==> config.mk <==
export PLATFORM = sky130hd
export DESIGN_NAME = muldiv_unit
export DESIGN_NICKNAME = d
export VERILOG_FILES = /design/src/rtl/muldiv_unit.sv
export SDC_FILE = /design/constraint.sdc
export NUM_CORES = 1
export LEC_CHECK = 0
export ABC_AREA = 0
export ABC_CLOCK_PERIOD_IN_PS = 3980
export BUFFER_PORTS_ARGS = -buffer_cell sky130_fd_sc_hd__buf_2
export CAP_MARGIN = 20
export CORE_AREA = 2 2 164 166
export CTS_CLUSTER_SIZE = 28
export DETAILED_ROUTE_END_ITERATION = 10
export DIE_AREA = 0 0 166 168
export PLACE_DENSITY = 0.66
export SLEW_MARGIN = 40
export SYNTH_ARGS = -nofsm -noshare
export SYNTH_HDL_FRONTEND = slang
export SYNTH_SLANG_ARGS = --single-unit
==> constraint.sdc <==
create_clock -name clk -period 3.98 [get_ports clk]
set_input_delay 0 -clock clk [delete_from_list [all_inputs] [get_ports clk]]
set_output_delay 0 -clock clk [all_outputs]
set_load 0.02 [all_outputs]
==> src/rtl/muldiv_unit.sv <==
// muldiv_unit: iterative unsigned 32-bit multiply (shift-add) and divide
// (restoring), one result bit per cycle, single outstanding request.
module muldiv_unit #(
  parameter int ITER = 32
) (
  input  logic        clk,
  input  logic        rst,
  input  logic        valid,
  input  logic        mode,
  input  logic [31:0] in_A,
  input  logic [31:0] in_B,
  output logic        ready,
  output logic [31:0] out
);

  localparam int CW = $clog2(ITER + 1);

  typedef enum logic [1:0] {IDLE, BUSY, DONE} state_t;

  state_t        state, state_nx;
  logic [CW-1:0] cnt;
  logic          op_div;
  logic [63:0]   opa;     // MUL: shifting multiplicand; DIV: low 32 = dividend/quotient
  logic [31:0]   opb;     // MUL: shifting multiplier;  DIV: divisor
  logic [63:0]   acc;     // MUL product accumulator
  logic [32:0]   rem;     // DIV partial remainder
  logic [32:0]   rem_sh;
  logic [33:0]   diff;
  logic          fits;
  logic          last;

  // BUSY holds ITER iteration cycles plus one cycle that commits the result
  assign last   = (cnt == CW'(ITER));

  // restoring-division trial subtract; divisor 0 always "fits", giving all-ones
  assign rem_sh = {rem[31:0], opa[31]};
  assign diff   = {rem, opa[31]} - {2'b00, opb};
  assign fits   = ~diff[33];

  // state register
  always_ff @(posedge clk) begin
    if (rst) state <= IDLE;
    else     state <= state_nx;
  end

  // next-state and ready decode
  always_comb begin
    state_nx = state;
    ready    = 1'b0;
    case (state)
      IDLE: if (valid) state_nx = BUSY;
      BUSY: if (last)  state_nx = DONE;
      DONE: begin
        ready    = 1'b1;
        state_nx = IDLE;
      end
      default: state_nx = IDLE;
    endcase
  end

  // operand latch, per-cycle iteration and result commit
  always_ff @(posedge clk) begin
    if (rst) begin
      cnt    <= '0;
      op_div <= 1'b0;
      opa    <= '0;
      opb    <= '0;
      acc    <= '0;
      rem    <= '0;
      out    <= '0;
    end else begin
      case (state)
        IDLE: if (valid) begin
          op_div <= mode;
          opa    <= {32'd0, in_A};
          opb    <= in_B;
          acc    <= '0;
          rem    <= '0;
          cnt    <= '0;
        end
        BUSY: if (!last) begin
          cnt <= cnt + 1'b1;
          if (op_div) begin
            rem        <= fits ? diff[32:0] : rem_sh;
            opa[31:0]  <= {opa[30:0], fits};
          end else begin
            if (opb[0]) acc <= acc + opa;
            opa <= opa << 1;
            opb <= opb >> 1;
          end
        end else begin
          out <= op_div ? opa[31:0] : acc[31:0];
        end
        default: ;
      endcase
    end
  end

endmodule

Word-level counts from Yosys, hierarchy flattened
Index checks and enable logic that the tools add are counted.
- mux-type cells: 27
- bitwise gates (word level): 1
- add/subtract/negate cells: 3
- reductions and logical operators: 9
- equal/unequal tests: 9
- operators with widths (cell ; number):
    two-way mux 64 bit ; 6
    case mux 64 bit (2 select lines) ; 2
    two-way mux 32 bit ; 5
    two-way mux 33 bit ; 4
    case mux 33 bit (2 select lines) ; 1
    adder 64 bit ; 1
    case mux 32 bit (2 select lines) ; 1
    subtractor 34 x 32 -> 34 bit ; 1
    two-way mux 6 bit ; 2
    != test 2 bit, second input constant ; 6
    case mux 6 bit (2 select lines) ; 1
    AND reduction 4 bit ; 2
    adder 6 x 1 -> 6 bit, second input constant ; 1
    equality test 6 bit, second input constant ; 1
    AND reduction 2 bit ; 3
    AND reduction 5 bit ; 1
    two-way mux 2 bit ; 2
    case mux 2 bit (2 select lines) ; 1
    AND reduction 3 bit ; 1
    equality test 2 x 1 -> 1 bit, second input constant ; 1
    equality test 2 bit, second input constant ; 1
    logical NOT 2 bit ; 1
    two-way mux 1 bit ; 2
    nonzero test 2 bit ; 1
    NOT 1 bit ; 1
- register bits: 234
- output and inout port bits: 33
- word-level logic and storage cells: 58

Longest topological paths before layout
Gate-level depths: netlist of the first run.
- word-level depth: 5
- mapped depth: 13
- mapped depth without buffers: 12

Least setup slack after synthesis of the first run
No wires, ideal clock.
- path kind: register to register
- start point: reg opa[31]
- end point: reg rem[32]
- cell stages (with the launch flop): 13
- arrival: 2.647 ns
- path buffers: 0
- required time: 3.851 ns
- slack: 1.204 ns
- setup time: 0.129 ns
- path through: dfxtp_1 > inv_1 > ha_1 > fa_1 > nand2b_1 > a21oi_1 > o21ai_0 > nor4_1 > o41ai_1 > o21ai_0 > o21bai_1 > a221oi_1 > o21ai_0
- longest elaborated chain between the ends: 5
- ends and longest elaborated chain (what ; line ; source):
    from (decl) ; 23 ; logic [63:0] opa;
    from (signal assigned) ; 75 ; opa <= {32'd0, in_A};
    from (signal assigned) ; 85 ; opa[31:0] <= {opa[30:0], fits};
    from (signal assigned) ; 88 ; opa <= opa << 1;
    subtractor 34 x 32 -> 34 bit ; 37 ; assign diff = {rem, opa[31]} - {2'b00, opb};
    two-way mux 33 bit ; 84 ; rem <= fits ? diff[32:0] : rem_sh;
    two-way mux 33 bit ; 83 ; if (op_div) begin
    two-way mux 33 bit ; 81 ; BUSY: if (!last) begin
    case mux 33 bit (2 select lines) ; 72 ; case (state)
    to (signal assigned) ; 84 ;
    to (decl) ; 26 ; logic [32:0] rem;
Every way passes these cells. The select of a mux whose other input is x is not followed.
A chain may end at the register's enable or synchronous reset.

Worst setup path in the final report of the first run
Ends and elaborated chain as after synthesis.

==> results of run 1 <==
==> cell families after synthesis <==
group / Yosys count / share of synthesized area
buffers and inverters: 131 / 0.0515
adder cells (fa/ha/maj): 67 / 0.0826
XOR/XNOR: 58 / 0.0528
AND/OR/NAND/NOR: 478 / 0.197
AO/OA/AOI/OAI: 369 / 0.253
flip-flops: 170 / 0.329
multiplexers: 35 / 0.0339
==> per-stage QoR <==
step	power (mW)	cells	cell area, sq um
after global routing	4.60	1781	12300
after detailed placement	2.70	1682	11100
after floorplan	2.49	1308	10300
final	4.38	1781	12300
after global placement	2.68	1680	11100
after CTS	4.41	1781	12300
==> critical path, stage by stage, from the launching register on <==
cell and delay [ps]:
dfxtp_1 420, inv_1 70, ha_1 230, fa_1 410, nand2b_1 180, a21oi_1 220
o21ai_0 160, nor4_1 640, o41ai_1 200, o21ai_0 330, o21bai_1 100, a221oi_1 230
o21ai_0 100
==> final cells by class <==
| type | count | area [sq um] |
|---|---|---|
| inverters | 48 | 180 |
| well taps | 341 | 427 |
| repair buffers | 184 | 1310 |
| multi-input cells | 1007 | 6430 |
| clock inverters | 13 | 140 |
| fillers | 2560 | 14000 |
| flip-flops and latches | 170 | 3400 |
| clock buffers | 18 | 429 |
==> flip-flops by register name, indices dropped and copies added (netlist names) <==
signal,count
opb,32
op_div,1
rem,33
opa,32
cnt,6
acc,32
state,2
out,32
==> final timing paths <==
path                        start                    to
max          opa[31]$_SDFFE_PP0P_  rem[32]$_SDFFE_PP0P_
min                           rst  opb[31]$_SDFFE_PP0P_
max reg2reg  opa[31]$_SDFFE_PP0P_  rem[32]$_SDFFE_PP0P_
min reg2reg   acc[0]$_SDFFE_PP0P_   acc[0]$_SDFFE_PP0P_
==> cells in the final DEF (no fill, tap or decap), drive strengths merged, types with 7 or more instances in the layout <==
cell,Yosys,final
nand2,217,217
dfxtp,170,170
nor2,151,151
buf,13,116
a21oi,77,77
dlygate4sd3,0,68
ha,65,65
a311oi,63,63
o21ai,57,57
inv,48,54
nand3,48,48
a211oi,36,36
mux2i,35,35
xor2,31,31
a21o,28,28
xnor2,27,27
o311ai,22,22
clkbuf,70,18
o21a,15,15
a22oi,13,13
nand2b,11,11
nor3,10,10
o31ai,10,10
o21bai,9,9
nand4,8,8
a32oi,7,7
nor2b,7,7
==> report_power, final <==
group          internal, mW  switching (mW)  total (mW)  leakage [nW]
combinational         0.342           0.508       0.850          3.33
sequential             1.79          0.0802        1.87          1.39
clock                 0.929           0.739        1.67         0.282
total                  3.06            1.33        4.38          5.00
==> routing by layer <==
layer | track usage | wire (um) | vias to the layer above
met5 | 0 | 0 | -
met4 | 0.0624 | 573 | 0
met3 | 0.0259 | 823 | 50
met2 | 0.341 | 13300 | 163
met1 | 0.229 | 12000 | 4543
li1 | - | - | 4941
==> synth_stat cells, drive strengths merged, types with 27 or more instances <==
library cell  count
nand2           217
dfxtp           170
nor2            151
a21oi            77
clkbuf           70
ha               65
a311oi           63
o21ai            57
inv              48
nand3            48
a211oi           36
mux2i            35
xor2             31
a21o             28
xnor2            27
==> reports/summary.txt, run 1 <==
Synth warnings: 0
Critical path startpoint category: flop
Area contributors post-synth: dfxtp_1, ha_1, nand2_1, nor2_1, a311oi_1
Synthesized Nets: 1,443
CP max FO: 5
Clk_skew: 12.6 ps
Detailed router's first-iteration violation count: 459
Pleak: 5.00 nW
DRC violations left: 0
ANT cells: 0
Syn-to-layout area delta: 19.3%
Number of max-cap violations: 0
H-tree levels: 4
Final setup violation count: 0
Period utilisation layout: 0.860
Worst EP arrival: 3720 ps
Worst min-delay path class: in -> reg
RSZ-0062 raised after global routing: false
Core footprint: 26,400 sq um
Hold Buf Count CTS: 68
Final ANT Viol Nets: 0
TritonCTS buffer count: 17
Hold Violations, Final: 0
Reg-to-reg slack, setup: 560 ps
Worst EP required: 4280 ps
Final global-route overflow total: 0
Post-synth top flop: dfxtp_1
Initial antenna violation count: 0
Proportion of layout cells with a drive suffix above 1: 0.116
Via-per-instance ratio: 5.44
EDFF count, synth: 0
Die Span Y: 168 um
Setup Crit Path Kind: reg -> reg
Post-route setup slack: 559 ps
Yosys top cell by area: dfxtp_1
VDD IR-drop max: 0.265 mV
PD cells: 356 nW/um^2
GR Util All Layers: 0.188
PostCTS Resize Cnt: 0
Row cnt: 60
Worst Reg2Reg Path Length in Cells: 12
Post-layout util: 0.468
Worst setup EP type: flop
Wirelength, routed: 26.7 mm
WHS Path Cells: 2
Die Wd: 166 um
Io pins: 101
DRT Pass-1 Iters: 5
Post-synthesis register bit count: 170
Buffers on Ports: 100
CTS tree: done
Full die area: 27,900 sq um
Gate Count Post-Synth: 1,308
Period minus WS final: 3420 ps
Top cell type's share of synthesized area: 0.329
Syn Std Cell Area: 10,300 sq um
First-pass GRT wire length: 44.5 mm
Vias in the first global route: 9,344
Status: complete, no violations
Final Max Slew Viols: 0
Nets: 1,563
Root buffer cell: clkbuf_16
Global placement routability congestion: 0.857
Register area share after synthesis: 0.329
Postcts setup bufs: 0
F_max: 0.292 GHz
DR WL/cell: 15.0 um
HPWL Detailed: 18.4 mm
Slew HR: 0.428
Starting density of the core: 0.392
Pre-CTS setup slack: 561 ps
Clock buffer depth: 2
Yosys cell types: 67
Fin Hold WS: 73.6 ps
CTS sink count: 170
Fin Setup TNS: 0 ps
Via count: 9,697
Synth async-reset ratio: 0
Worst Tran Pin Value: 854 ps
Clock Latency Late Sink: 440 ps
Pin count of the biggest net entering global routing: 71
Clk pin slew, worst setup/hold paths: 70 ps
Synthesized area per cell: 7.90 sq um
No activity file was read; power rests on OpenSTA's default activity.
==> inputs of run 2 (changes only) <==
- ABC_AREA: 0 -> 1
- CORE_AREA: 2 2 164 166 -> 2 2 175 177
- CTS_CLUSTER_SIZE: 28 -> 24
- DIE_AREA: 0 0 166 168 -> 0 0 177 179
- REMOVE_ABC_BUFFERS: not set -> 1
==> reports/summary.txt, run 2 <==
Status: complete, no violations
DRC violations left: 0
DR WL/cell: 15.5 um
Post-synth top flop: dfxtp_1
Post-layout util: 0.459
Fraction of the mapped netlist area in simple logic gates: 0.323
Gate Count Post-Synth: 1,869
Area of the multi-input gates: 7140 sq um
Sequential cell area: 3400 sq um
Via-per-instance ratio: 5.16
Synth async-reset ratio: 0
Area contributors post-synth: dfxtp_1, nand2_1, inv_1, ha_1, a21oi_1
Largest register FFs: 33
Most used cell, CP: nand2_1
Synthesized area per cell: 6.29 sq um
Setup Crit Path Kind: reg -> reg
Period utilisation layout: 0.731
Hold Violations, Final: 0
Multiplexer share of the synthesized area: 0
Fin Setup TNS: 0 ps
Full die area: 31,700 sq um
Post-synthesis register bit count: 170
Yosys top cell by area: dfxtp_1
RSZ-0062 raised after global routing: false
Most frequent cells in the layout: nand2_1, inv_1, dfxtp_1
Filler Cell Count: 3,187
Worst path slowest cell: ha_1
Clk pin slew, worst setup/hold paths: 70 ps
Final setup violation count: 0
Cell with the most instances after synthesis: nand2_1
Worst EP arrival: 3220 ps
Dpl cells: 2,301
Yosys cell types: 45
PostCTS Resize Cnt: 0
Final ANT Viol Nets: 0
Xor and xnor area share after synthesis: 0.0149
Finished layout cell area: 13,800 sq um
Clk_skew: 11.3 ps
Register area share after synthesis: 0.290
Main combinational cell family by area after synthesis: simple AND/OR/NAND/NOR gates
VDD IR-drop max: 0.293 mV
Kind of cell adding the most delay to the critical path: simple AND/OR/NAND/NOR gates
Pin count of the biggest net entering global routing: 75
Via count: 12,368
Starting density of the core: 0.391
Compound-Gate Fraction of Synth Area: 0.196
Clock buffer depth: 2
Initial antenna violation count: 0
Vias in the first global route: 12,000
TritonCTS buffer count: 17
Io pins: 101
First-pass GRT wire length: 60.0 mm
PD cells: 338 nW/um^2
Commonest non-fill, non-tap cell in the layout: nand2_1
Post-Synth Adder-Cell Area: 0.0726
Reg-to-reg slack, setup: 1070 ps
Worst Tran Pin Value: 759 ps
Worst min-delay path class: in -> reg
Buffers on Ports: 100
Proportion of layout cells with a drive suffix above 1: 0.0934
Critical path startpoint category: flop
HPWL Detailed: 27.2 mm
Nets: 2,126
Worst Path Buf+Inv: 3
Core footprint: 30,000 sq um
Largest Register: rem
Final Max Slew Viols: 0
Syn Std Cell Area: 11,800 sq um
CTS sink count: 170
Final global-route overflow total: 0
Clock Latency Late Sink: 450 ps
Total power: 4.66 mW
Die Wd: 177 um
CP max FO: 15
Row cnt: 64
Wirelength, routed: 37.2 mm
Top post-synthesis cells by count: nand2_1, inv_1, dfxtp_1
GR Util All Layers: 0.239
Worst EP required: 4290 ps
Crit-path max cell delay: 370 ps
Final Non-Filler Cells: 2,398
Die Span Y: 179 um
EDFF count, synth: 0
ANT cells: 0
Period minus WS final: 2910 ps
DP Area: 12,500 sq um
Worst-path cell chain: inv_1, ha_1, nand2_1, nand2_1, a21oi_2, inv_2, a21oi_4, nand2_2, nand2_4, nand3_2, nand2_1, buf_4, nand2_1, nand3_1, a21oi_1
DRT Pass-1 Iters: 8
Slew HR: 0.491
Synth warnings: 0
Root buffer cell: clkbuf_16
F_max: 0.344 GHz
Global placement routability congestion: 0.912
Pleak: 6.44 nW
H-tree levels: 4
Detailed router's first-iteration violation count: 855
CTS tree: done
Top cell type's share of synthesized area: 0.290
Worst setup EP type: flop
Postcts setup bufs: 0
Number of max-cap violations: 0
Syn-to-layout area delta: 17.4%
run 2: final timing paths:
check / cells past startpoint / startpoint / end
max: 15 / opb[12]$_SDFFE_PP0P_ / rem[10]$_SDFFE_PP0P_
min: 2 / rst / rem[30]$_SDFFE_PP0P_
max reg2reg: 15 / opb[12]$_SDFFE_PP0P_ / rem[10]$_SDFFE_PP0P_
min reg2reg: 2 / opb[31]$_SDFFE_PP0P_ / opb[31]$_SDFFE_PP0P_
run 2: worst register-to-register path: stages, from the launching register on:
cell and delay [ps]:
dfxtp_1 310, inv_1 70, ha_1 370, nand2_1 90, nand2_1 120, a21oi_2 190, inv_2 80, a21oi_4 140
nand2_2 100, nand2_4 100, nand3_2 320, nand2_1 340, buf_4 290, nand2_1 80, nand3_1 100, a21oi_1 70
run 2: what timing repair did:
action	CTS	global route
hold endpoints to repair	65	0
hold buffers	66	0
endpoints found under the setup margin	0	0
run 2: cells by family after synthesis:
logic type                 Yosys count
buffers and inverters              312
and+or+nand+nor                    909
xor gates and xnor gates            20
DFF                                170
AOI/OAI and AO/OA                  391
adders and majority gates           67
run 2: through the flow:
stage | setup WS, ps | hold WS, ps
floorplan | 355 | 69.1
global placement | 1120 | 272
detailed placement | 1110 | 273
CTS | 1090 | 18.1
global route | 843 | 54.5
finish | 1070 | 20.4
run 2: final cells by class:
type                            instances  area share
Inverter                              237      0.0648
Multi-Input combinational cell       1387       0.518
Sequential cell                       170       0.247
Clock buffer                           17      0.0308
Clock inverter                         13      0.0118
Timing Repair Buffer                  178      0.0923
Tap cell                              396      0.0359
run 2: where the power goes:
| part | internal [mW] | switching [mW] |
|---|---|---|
| combinational | 0.354 | 0.699 |
| sequential | 1.78 | 0.0613 |
| clock | 0.940 | 0.825 |
| total | 3.08 | 1.58 |
run 2: metal layers:
| layer | track usage | wire, um | up-vias |
|---|---|---|---|
| met2 | 0.436 | 18600 | 259 |
| met3 | 0.0301 | 1390 | 41 |
| met1 | 0.291 | 16600 | 5706 |
| met5 | 0 | 0 | - |
| li1 | - | - | 6362 |
| met4 | 0.0713 | 683 | 0 |
==> inputs of run 3 (changes only) <==
- ABC_CLOCK_PERIOD_IN_PS: 3980 -> 2800
- clock period: 3.98 -> 2.8 ns (I/O delays scaled with it)
==> reports/summary.txt, run 3 (synthesized netlist as in run 2, its figures left out) <==
Worst-path cell chain: inv_1, ha_1, fa_1, nor3_1, nor2_1, o21ai_1, nand2_1, nand2_1, nand2_1, nand2_1, inv_1, nand2_1, nand2_1, a21oi_1
Proportion of layout cells with a drive suffix above 1: 0.101
Worst EP arrival: 2940 ps
Largest Register: rem
Number of max-cap violations: 0
DR WL/cell: 15.6 um
Initial antenna violation count: 0
Nets: 2,143
Die Span Y: 179 um
Pin count of the biggest net entering global routing: 75
Critical path startpoint category: flop
Via count: 12,328
Finished layout cell area: 13,900 sq um
Io pins: 101
Slew HR: 0.474
Core footprint: 30,000 sq um
Row cnt: 64
CTS sink count: 170
Pre-CTS setup slack: 72.4 ps
Setup Crit Path Kind: reg -> reg
F_max: 0.390 GHz
Commonest non-fill, non-tap cell in the layout: nand2_1
Worst Path Buf+Inv: 2
CTS tree: done
VDD IR-drop max: 0.413 mV
Worst EP required: 3180 ps
GR Util All Layers: 0.243
Final Non-Filler Cells: 2,416
Final Max Slew Viols: 0
Clock Latency Late Sink: 450 ps
Final ANT Viol Nets: 0
Period utilisation layout: 0.915
Clk_skew: 10.8 ps
Most frequent cells in the layout: nand2_1, inv_1, dfxtp_1
Global placement routability congestion: 0.966
CP max FO: 4
Hold Violations, Final: 0
DRT Pass-1 Iters: 6
Detailed router's first-iteration violation count: 733
Final setup violation count: 0
HPWL Detailed: 28.1 mm
Largest register FFs: 33
Vias in the first global route: 11,756
Pleak: 6.52 nW
ANT cells: 0
Post-route setup slack: 238 ps
Wirelength, routed: 37.6 mm
Most used cell, CP: nand2_1
TritonCTS buffer count: 17
Period minus WS final: 2560 ps
Status: complete, no violations
Dpl cells: 2,319
Starting density of the core: 0.391
Clock buffer depth: 2
PD cells: 467 nW/um^2
Root buffer cell: clkbuf_16
First-pass GRT wire length: 61.0 mm
Via-per-instance ratio: 5.10
H-tree levels: 4
Kind of cell adding the most delay to the critical path: simple AND/OR/NAND/NOR gates
RSZ-0062 raised after global routing: false
Worst setup EP type: flop
Total power: 6.49 mW
DP Area: 12,700 sq um
Fin Setup TNS: 0 ps
Worst path slowest cell: fa_1
Die Wd: 177 um
Syn-to-layout area delta: 18.3%
Crit-path max cell delay: 440 ps
DRC violations left: 0
Full die area: 31,700 sq um
Buffers on Ports: 100
Clk pin slew, worst setup/hold paths: 70 ps
Worst min-delay path class: in -> reg
Final global-route overflow total: 0
Worst Tran Pin Value: 788 ps
[run 3: cell count changes in the layout (fill, tap and decap cells not counted), sizes merged]
cell      previous run  this run
clkinvlp             2         3
bufinv               2         1
inv                240       239
buf                112       129
clkbuf              17        19
[run 3: report_power, final]
group	total (mW)	switching (mW)	internal, mW	leakage (nW)
clock	2.34	1.08	1.26	0.268
sequential	2.63	0.0887	2.54	1.39
combinational	1.53	1.01	0.521	4.86
total	6.49	2.18	4.31	6.52
[run 3: metrics by stage]
step | hold WS [ps] | utilization
after floorplan | 69.1 | -
after global placement | 271 | 0.422
after detailed placement | 275 | 0.422
after CTS | 39.8 | 0.463
after global routing | 74.5 | 0.463
final | 61.1 | 0.463
[run 3: timing repair]
item                                   CTS  global route
endpoints found under the hold margin   65             0
setup endpoints to repair                0             8
hold buffers                            66             0
gates resized for setup                  0             3
setup buffers                            0             0
[run 3: routing by layer]
layer	part of all wire	GRT usage
met5	0	0
met4	0.025	0.0795
met3	0.032	0.0316
met2	0.49	0.436
met1	0.45	0.299
[run 3: layout make-up]
class / instances / area (sq um)
fillers: 3206 / 16100
multi-input cells: 1387 / 7140
flip-flops and latches: 170 / 3400
repair buffers: 195 / 1420
inverters: 237 / 895
well taps: 396 / 495
clock buffers: 19 / 443
clock inverters: 12 / 114
[run 3: worst paths after layout]
path	from	endpoint	slack, ps	depth (start not counted)
max	opa[31]$_SDFFE_PP0P_	rem[30]$_SDFFE_PP0P_	240	14
min reg2reg	opb[31]$_SDFFE_PP0P_	opb[31]$_SDFFE_PP0P_	480	2
min	rst	rem[32]$_SDFFE_PP0P_	60	2
max reg2reg	opa[31]$_SDFFE_PP0P_	rem[30]$_SDFFE_PP0P_	240	14
[run 3: worst reg2reg max path, delay by kind of cell (launching register included)]
kind / cells / cell delay, ps
simple gates: 8 / 890
fa+ha+maj: 2 / 680
compound gates: 2 / 400
flops: 1 / 390
buf+inv: 2 / 140
